`src/rtl/tft_spi_ctrl.sv`:
```
// TFT SPI controller: panel reset pulse, ROM-driven init sequence (words and delays),
// then streamed command/pixel words. SCLK divider switches from DIV_INIT to DIV_WORK once init completes.
module tft_spi_ctrl #(
  parameter int WORD_W   = 16,
  parameter int DIV_INIT = 2500,
  parameter int DIV_WORK = 5,
  parameter int INIT_LEN = 104,
  parameter int ROM_AW   = 7,
  parameter int RST_CYC  = 50000,
  parameter int DLY_UNIT = 50000
) (
  input  logic              MasterCLK,
  input  logic              reset,
  output logic [ROM_AW-1:0] rom_addr,
  input  logic [WORD_W+1:0] rom_data,
  input  logic [WORD_W-1:0] px_data,
  input  logic              px_rs,
  input  logic              px_valid,
  output logic              px_ready,
  output logic              SPI_CLK,
  output logic              SPI_MOSI,
  output logic              SPI_CS,
  output logic              RS,
  output logic              RST,
  output logic              init_done,
  output logic              busy
);

  localparam int DIV_MAX   = (DIV_INIT > DIV_WORK) ? DIV_INIT : DIV_WORK;
  localparam int DW        = $clog2(DIV_MAX) + 1;
  localparam int TMAX      = (RST_CYC > DLY_UNIT) ? RST_CYC : DLY_UNIT;
  localparam int TW        = $clog2(TMAX) + 1;
  localparam int HW        = $clog2(2 * WORD_W) + 1;
  localparam int LAST_ADDR = (INIT_LEN > 0) ? INIT_LEN - 1 : 0;

  typedef enum logic [2:0] {RST_LO, RST_HI, FETCH, LOAD, DELAY, SHIFT, GAP, IDLE} state_t;
  state_t state, state_nx;

  logic [TW-1:0]     tcnt;
  logic [WORD_W-1:0] dly_left;
  logic [DW-1:0]     dcnt;
  logic [DW-1:0]     div_m1;
  logic [HW-1:0]     hcnt;
  logic [WORD_W-1:0] shreg;
  logic              sclk;
  logic              rs_q;
  logic              t_rst, t_unit, t_div, last_half, last_entry;
  logic              dly_end, gap_end, entry_done;

  always_comb begin
    t_rst      = (tcnt == TW'(RST_CYC - 1));
    t_unit     = (tcnt == TW'(DLY_UNIT - 1));
    div_m1     = init_done ? DW'(DIV_WORK - 1) : DW'(DIV_INIT - 1);
    t_div      = (dcnt == div_m1);
    last_half  = (hcnt == HW'(2 * WORD_W - 1));
    last_entry = (rom_addr == ROM_AW'(LAST_ADDR));
    dly_end    = (state == DELAY) && t_unit && (dly_left == WORD_W'(1));
    gap_end    = (state == GAP) && t_div;
    entry_done = !init_done && (dly_end || gap_end);

    state_nx = state;
    case (state)
      RST_LO: if (t_rst) state_nx = RST_HI;
      RST_HI: if (t_rst) state_nx = (INIT_LEN == 0) ? IDLE : FETCH;
      FETCH:  state_nx = LOAD;
      LOAD:   state_nx = rom_data[WORD_W+1] ? DELAY : SHIFT;
      DELAY:  if (dly_end) state_nx = last_entry ? IDLE : FETCH;
      SHIFT:  if (t_div && last_half) state_nx = GAP;
      GAP:    if (t_div) state_nx = (init_done || last_entry) ? IDLE : FETCH;
      IDLE:   if (px_valid) state_nx = SHIFT;
      default: state_nx = RST_LO;
    endcase

    px_ready = (state == IDLE);
    busy     = (state != IDLE);
    RST      = (state != RST_LO);
    SPI_CS   = (state != SHIFT);
    SPI_MOSI = (state == SHIFT) && shreg[WORD_W-1];
    SPI_CLK  = sclk;
    RS       = rs_q;
  end

  // The SCLK phase counter toggles every D cycles; the shift register advances on falling edges only,
  // so the payload and RS stay frozen for the whole time SPI_CS is low.
  always_ff @(posedge MasterCLK) begin
    if (reset) begin
      state     <= RST_LO;
      tcnt      <= '0;
      dly_left  <= '0;
      dcnt      <= '0;
      hcnt      <= '0;
      shreg     <= '0;
      sclk      <= 1'b0;
      rs_q      <= 1'b0;
      rom_addr  <= '0;
      init_done <= 1'b0;
    end else begin
      state <= state_nx;

      if (((state == RST_LO) || (state == RST_HI)) && !t_rst) tcnt <= tcnt + 1'b1;
      else if ((state == DELAY) && !t_unit)                   tcnt <= tcnt + 1'b1;
      else                                                     tcnt <= '0;

      if (state == LOAD)
        dly_left <= (rom_data[WORD_W-1:0] == '0) ? WORD_W'(1) : rom_data[WORD_W-1:0];
      else if ((state == DELAY) && t_unit)
        dly_left <= dly_left - 1'b1;

      if (((state == SHIFT) || (state == GAP)) && !t_div) dcnt <= dcnt + 1'b1;
      else                                                 dcnt <= '0;

      if ((state == SHIFT) && t_div) begin
        hcnt <= last_half ? '0 : hcnt + 1'b1;
        sclk <= last_half ? 1'b0 : ~sclk;
      end

      if ((state == LOAD) && !rom_data[WORD_W+1]) begin
        shreg <= rom_data[WORD_W-1:0];
        rs_q  <= rom_data[WORD_W];
      end else if ((state == IDLE) && px_valid) begin
        shreg <= px_data;
        rs_q  <= px_rs;
      end else if ((state == SHIFT) && t_div && sclk) begin
        shreg <= {shreg[WORD_W-2:0], 1'b0};
      end

      // The address stops on the last entry instead of wrapping.
      if (entry_done && !last_entry) rom_addr <= rom_addr + 1'b1;
      if (state_nx == IDLE) init_done <= 1'b1;
    end
  end

endmodule
```
`config.mk`:
```
export PLATFORM = sky130hd
export DESIGN_NAME = tft_spi_ctrl
export DESIGN_NICKNAME = d
export VERILOG_FILES = /design/src/rtl/tft_spi_ctrl.sv
export SDC_FILE = /design/constraint.sdc
export NUM_CORES = 1
export LEC_CHECK = 0
export BUFFER_PORTS_ARGS = -buffer_cell sky130_fd_sc_hd__buf_2
export CAP_MARGIN = 20
export CORE_ASPECT_RATIO = 1.25
export CORE_UTILIZATION = 30
export DETAILED_ROUTE_END_ITERATION = 10
export HOLD_SLACK_MARGIN = 0.02
export MAX_ROUTING_LAYER = met4
export PLACE_DENSITY = 0.58
export SYNTH_ARGS = -nofsm -noshare
export SYNTH_HDL_FRONTEND = slang
export SYNTH_SLANG_ARGS = --single-unit
```
`constraint.sdc`:
```
create_clock -name MasterCLK -period 2.7 [get_ports MasterCLK]
set_input_delay 0.405 -clock MasterCLK [delete_from_list [all_inputs] [get_ports MasterCLK]]
set_output_delay 0.405 -clock MasterCLK [all_outputs]
set_load 0.05 [all_outputs]
```
==> results.md, run 1 <==
* Status: finished, final reports clean
* Clk buf depth at 2
* M1 WL at 4730 um
* Setup WS post-layout at 0.408 ns
* R2r setup slk at 0.41 ns
* Primary FF master, synth: dfxtp_1
* First-pass GRT wire length at 17500 um
* Syn_nets at 566
* Num CTS Buffers at 9
* Vias in the first global route at 3817
* Largest net degree at the start of global routing at 33
* Worst Reg2Reg Path Length in Cells at 6
* Crit Path Category: flop to flop
* IO Port Bufs at 52
* Worst Hold Path EP: dly_left[1]
* Initial drt markers at 197
* Buffer and inverter count on the worst path at 0
* Critical-path cell list: nand4_1 -> or4_4 -> a211oi_2 -> a21o_2 -> o211ai_1 -> a21oi_1
* #FFs+latches synth at 81
* Clk pin slew, worst setup/hold paths at 0.06 ns
* Logic pwr share at 2.7%
* Post-route setup TNS at 0 ns
* Placed inst area at 4690 um^2
* Sequential share of power at 48.6%
* Yosys Warn Count at 0
* DR vias at 3832
* GR Util All Layers at 15.4%
* Post-cts resize count at 0
* Post-synthesis compound-gate area fraction at 15.2%
* Post-synthesis adder-cell area fraction at 1.76%
* Antenna viol nets, final at 0
* Slowest cell on crit path: or4_4
* Area growth syn-to-layout at 16.5%
* Share of cells above drive strength 1 at 16.9%
* Total Routed Length at 10500 um
* Post-synthesis xor/xnor area fraction at 7.17%
* Remaining global-route overflow at 0
* Antenna violations before repair at 0
* RSZ-0062 raised after global routing: false
* HPWL Detailed at 7650 um
* Final period util at 84.9%
* Relative slew slack at 62.8%
* Hold Path Depth at 3
* CP required at 2.96 ns
* Max Fanout on Critical Path at 15
* Place WS at 0.406 ns
* R2R Path End: shreg[3]
* Met2 WL at 5200 um
* Critical path endpoint category: flop
* Finish-stage setup viols at 0
* # DRC at 0
* Largest family of logic cells by synthesized area: simple AND/OR/NAND/NOR gates
* CTS Root Cell: clkbuf_16
* VDD IR-drop max at 0.300 mV
* Worst Path Arrival at 2.55 ns
* Met3 WL at 315 um
* Synthesized netlist cell count at 522
* Wire per inst at 14.0 um
* Die W at 109 um
* Floorplan row count at 48
* Post-synth EDFFs at 0
* Starting Density at 30.8%
* Max_cap viols at 0
* Cell Int Power at 1.94 mW
* Hold wc startpoint: rom_data[1]
* Worst hold path class: primary input to flop
* Worst path max stage delay at 0.56 ns
* Cell area after synthesis at 4270 um^2
* ANT cells at 0
* Sequential share of the synthesized area at 38.0%
* Clock Skews at 0.00950 ns
* Die height at 135 um
* Via density at 5.12
* Tmin final at 2.29 ns
* I/O Pins at 53
* Startpoint Class: flop
* Final Instance Count excl. Fillers at 749
* Leak Pwr at 1.97 nW
* Post-CTS Hold Buffers at 0
* Pwr dens at 497 nW/um^2
* Core Box Area at 13900 um^2
* Design Area, Final at 4980 um^2
* Achievable Freq at 436 MHz
* Final nets at 613
* Max-slew violations at 0
* Fin. Hold Viols at 0
* Clk pwr share at 48.6%
* Clock sink count at 81
* Clk Latency, worst-skew pair at 0.34 ns
* Syn Area/Cell at 8.19 um^2
* RePlAce Congestion at 0.868
* DR pass1 iterations at 4
* Post-Place Cells at 733
* Sw Ratio at 21.5%
* Yosys cell types at 58
* Sw power at 0.532 mW
* R2R Path Start: dcnt[0]
* Worst-margin pin slew at 0.556 ns
* Post-CTS setup buffers at 0
* CP delay by family, top: compound AO/OA/AOI/OAI gates
* Die Footprint at 14700 um^2
* TritonCTS clock tree: yes
* Top sig layer: met4
* H-Tree Depth at 3
* Post-synthesis mux area share at 4.48%
* FFs w/ async S/R, synth at 0%
* Area share of and/or/nand/nor cells after synthesis at 28.3%
## how the worst max path moves through the flow
stage             start            to  slack, ns  cells past startpoint
5_1_grt         dcnt[0]      shreg[6]       0.23                      6
6_report        dcnt[0]      shreg[3]       0.41                      6
2_1_floorplan  state[0]     shreg[12]       0.23                      9
3_5_place_dp    tcnt[0]  dly_left[12]       0.41                      7
3_3_place_gp    tcnt[0]  dly_left[12]       0.49                      7
4_1_cts         tcnt[0]  dly_left[12]       0.40                      7
## synthesized netlist by cell type, drive strengths merged (2+ instances only)
cell type,count,area share (%)
and2b,2,0.41
nand3,16,1.9
nand2b,2,0.29
ha,6,1.8
xnor2,15,3.1
or3,10,1.5
or2,4,0.59
nand4,10,1.5
and2,5,0.73
a21o,2,0.38
clkbuf,22,2.4
o31ai,2,0.35
nor2,62,5.4
nor3,20,2.3
nand2,61,5.4
dfxtp,81,38
inv,14,1.2
buf,6,1.3
and3,10,1.5
xor2,20,4.1
mux2i,18,4.2
o211ai,15,2.6
o31a,2,0.44
nor4,14,2.5
o21ai,15,1.8
a221oi,2,0.41
a31oi,4,0.59
nor3b,2,0.35
a211oi,10,1.9
o22ai,2,0.29
a211o,2,0.41
nand3b,7,1.3
nor4b,4,1.1
a21oi,41,5.0
or4,3,0.61
## flip-flops by register name, summed over array words and instances, names as in the netlist
| signal | cells |
|---|---|
| rom_addr | 7 |
| SPI_CLK | 1 |
| hcnt | 6 |
| tcnt | 17 |
| dly_left | 16 |
| RS | 1 |
| shreg | 16 |
| state | 3 |
| init_done | 1 |
| dcnt | 13 |
## kinds of logic after synthesis
kind of cell    count (synthesis)
flops                          81
simple gates                  236
compound gates                102
buf+inv                        43
fa+ha+maj                       6
xor+xnor                       35
mux                            19
## final cells by class
type                            instances  area (um^2)
Fill cell                            1425         8900
Tap cell                              175          219
Clock buffer                           11          233
Clock inverter                          5         56.3
Sequential cell                        81         1620
Multi-Input combinational cell        398         2440
Timing Repair Buffer                   65          358
Inverter                               14         52.6
## layout by cell type, fill, tap and decap left out, drive strengths merged, types with 5 or more instances in the layout
| cell type | count |
|---|---|
| inv | 14 |
| xor2 | 20 |
| nor2 | 62 |
| nor3 | 20 |
| nand3b | 7 |
| buf | 65 |
| o21ai | 15 |
| nand3 | 16 |
| clkbuf | 11 |
| a211oi | 10 |
| mux2i | 18 |
| nand2 | 61 |
| ha | 6 |
| o211ai | 15 |
| nor4 | 14 |
| or3 | 10 |
| nand4 | 10 |
| dfxtp | 81 |
| and2 | 5 |
| a21oi | 41 |
| and3 | 10 |
| xnor2 | 15 |
## worst min-delay path, delay by kind of cell
| kind | cells | cell delay, ns |
|---|---|---|
| AO/OA/AOI/OAI | 1 | 0.05 |
| buffers and inverters | 1 | 0.12 |
| AND/OR/NAND/NOR | 1 | 0.06 |
## through the flow
| step | hold WS, ns | total power, mW | utilization (%) |
|---|---|---|---|
| 2_1_floorplan | 0.426 | 1.25 | - |
| 3_3_place_gp | 0.437 | 1.30 | 33.8 |
| 3_5_place_dp | 0.443 | 1.30 | 33.8 |
| 4_1_cts | 0.341 | 2.51 | 35.9 |
| 5_1_grt | 0.358 | 2.55 | 35.9 |
| 6_report | 0.353 | 2.47 | 35.9 |
## layer usage
| metal | global-route usage (%) | vias up |
|---|---|---|
| met2 | 26.8 | 69 |
| li1 | - | 1945 |
| met4 | 6.76 | 0 |
| met3 | 2.36 | 13 |
| met5 | - | - |
| met1 | 17.2 | 1805 |
## power by group through the flow
| stage | Combinational, mW | Clock, mW | Sequential, mW |
|---|---|---|---|
| after floorplan | 0.0239 | 0 | 1.23 |
| after global placement | 0.0669 | 0 | 1.23 |
| after detailed placement | 0.0671 | 0 | 1.23 |
| after CTS | 0.0676 | 1.24 | 1.20 |
| after global routing | 0.0736 | 1.28 | 1.20 |
| final | 0.0677 | 1.20 | 1.20 |
(Power assumes the default switching activity.)
==> inputs of run 2 (changes only) <==
Clock period 2.7 ns to 2.35 ns, I/O delays scaled along.
==> results.md, run 2 (same netlist as run 1, synthesis figures left out) <==
* Regs by FF count: tcnt (17), dly_left (16), shreg (16) (unchanged)
* Worst-margin pin slew at 0.739 ns (was 0.556 ns)
* Place WS at 0.0298 ns (was 0.406 ns)
* Core Box Area at 13900 um^2 (unchanged)
* Hold wc startpoint: rom_data[2] (was rom_data[1])
* Wire per inst at 14.2 um (was 14.0 um)
* Worst Path Arrival at 2.49 ns (was 2.55 ns)
* First-pass GRT wire length at 17500 um (about the same)
* # DRC at 0 (unchanged)
* Largest reg by FF count: tcnt (unchanged)
* Clock sink count at 81 (unchanged)
* Achievable Freq at 449 MHz (was 436 MHz)
* Largest net degree at the start of global routing at 45 (was 33)
* Hold Path Depth at 3 (unchanged)
* R2r setup slk at 0.12 ns (was 0.41 ns)
* Worst Hold Path EP: dly_left[2] (was dly_left[1])
* Share of cells above drive strength 1 at 20.0% (was 16.9%)
* Multi-input logic area at 2480 um^2 (was 2440 um^2)
* FILL cells at 1421 (was 1425)
* Max-slew violations at 0 (unchanged)
* Sequential cell area at 1620 um^2 (about the same)
* Num CTS Buffers at 9 (unchanged)
* Max reg flops at 17 (unchanged)
* Via density at 5.18 (was 5.12)
* Status: finished, final reports clean (unchanged)
* Antenna viol nets, final at 0 (unchanged)
* Area growth syn-to-layout at 21.5% (was 16.5%)
* Die W at 109 um (unchanged)
* Die Footprint at 14700 um^2 (unchanged)
* Critical path endpoint category: flop (unchanged)
* R2R Path Start: tcnt[0] (was dcnt[0])
* Clk buf depth at 2 (unchanged)
* Clk Latency, worst-skew pair at 0.34 ns (about the same)
* Clock Skews at 0.00602 ns (was 0.00950 ns)
* Setup WS post-layout at 0.120 ns (was 0.408 ns)
* CTS Root Cell: clkbuf_16 (unchanged)
* DR vias at 3930 (was 3832)
* DR pass1 iterations at 4 (unchanged)
* RePlAce Congestion at 0.857 (was 0.868)
* R2R Path End: dly_left[12] (was shreg[3])
* TritonCTS clock tree: yes (unchanged)
* I/O Pins at 53 (unchanged)
* Worst hold path class: primary input to flop (unchanged)
* Vias in the first global route at 3764 (was 3817)
* Leak Pwr at 2.06 nW (was 1.97 nW)
* Tmin final at 2.23 ns (was 2.29 ns)
* Finish-stage setup viols at 0 (unchanged)
* Max_cap viols at 0 (unchanged)
* Initial drt markers at 264 (was 197)
* Post-CTS Hold Buffers at 0 (unchanged)
* HPWL Detailed at 7910 um (was 7650 um)
* Fin. Hold Viols at 0 (unchanged)
* Antenna violations before repair at 0 (unchanged)
* Starting Density at 30.8% (unchanged)
* ANT cells at 0 (unchanged)
* Die height at 135 um (unchanged)
* Worst Reg2Reg Path Length in Cells at 7 (was 6)
* Remaining global-route overflow at 0 (unchanged)
* Post-layout util at 37.4% (was 35.9%)
* Crit Path Category: flop to flop (unchanged)
* Max Fanout on Critical Path at 4 (was 15)
* VDD IR-drop max at 0.428 mV (was 0.300 mV)
* Relative slew slack at 50.7% (was 62.8%)
* Final nets at 623 (was 613)
* Pwr dens at 618 nW/um^2 (was 497 nW/um^2)
* Total Routed Length at 10700 um (was 10500 um)
* Commonest non-fill, non-tap cell in the layout: dfxtp_1 (unchanged)
* Most frequent cells in the layout: dfxtp_1, nor2_1, nand2_1 (unchanged)
* GR Util All Layers at 15.3% (was 15.4%)
* Startpoint Class: flop (unchanged)
* Floorplan row count at 48 (unchanged)
* Final period util at 94.9% (was 84.9%)
* IO Port Bufs at 52 (unchanged)
* H-Tree Depth at 3 (unchanged)
* CP required at 2.61 ns (was 2.96 ns)
* Clk pin slew, worst setup/hold paths at 0.06 ns (about the same)
-- run 2: changes by cell type in the layout (fill, tap and decap cells not counted), moves of 2 or more --
cell / before / now
buf_4: 13 / 23
bufinv_16: 1 / 4
clkbuf_1: 2 / 0
clkbuf_8: 0 / 2
dfxtp_1: 81 / 79
dfxtp_2: 0 / 2
-- run 2: worst max-delay path by stage --
stage | from | endpoint | slack (ns) | cells after the start
floorplan | state[0] | SPI_MOSI | 0.01 | 3
global placement | dcnt[0] | shreg[15] | 0.13 | 6
detailed placement | dcnt[0] | shreg[5] | 0.03 | 6
CTS | dcnt[0] | shreg[5] | 0.007 | 6
global route | dcnt[6] | shreg[0] | -0.01 | 6
finish | tcnt[0] | dly_left[12] | 0.12 | 7
-- run 2: cell type report --
cell class / count / share of cell area, %
Clock inverter: 5 / 2.41
Clock buffer: 11 / 4.87
Inverter: 14 / 1.08
Sequential cell: 81 / 31.3
Multi-Input combinational cell: 398 / 47.8
Tap cell: 175 / 4.22
Timing Repair Buffer: 75 / 8.34
-- run 2: power by group --
group          total (mW)  internal [mW]  switching, mW
Clock                1.75           1.20          0.547
Combinational      0.0780         0.0311         0.0469
Sequential           1.38           1.38        0.00409
Total                3.21           2.61          0.598
-- run 2: routing by layer --
layer  vias to the layer above  routed length (um)  track usage, %
met5                         -                   0               -
met3                        24                 523            2.65
met1                      1836                4590            17.1
met4                         0                 360            9.01
li1                       1971                   -               -
met2                        99                5270            25.6
-- run 2: metrics by stage --
step / total power, mW / hold slack [ns] / TNS, ns / area [um^2] / cells
after floorplan: 1.44 / 0.426 / 0 / 4300 / 522
after global placement: 1.49 / 0.438 / 0 / 4770 / 742
after detailed placement: 1.49 / 0.443 / 0 / 4770 / 742
after CTS: 3.24 / 0.297 / 0 / 5150 / 758
after global routing: 3.29 / 0.307 / -0.0296 / 5190 / 759
final: 3.21 / 0.307 / 0 / 5190 / 759
-- run 2: worst max-delay path, cell delays in order, from the launching register on --
cell and delay [ns]:
dfxtp_1 0.38, ha_1 0.20, and3_1 0.25, nand4_1 0.13
or2_1 0.24, or4_1 0.47, mux2_1 0.32, nor3_1 0.16
-- run 2: timing repair --
item	4_1_cts	5_1_grt
setup buffers	0	1
resized for setup	0	7
endpoints found under the setup margin	0	20
hold endpoints to repair	0	0
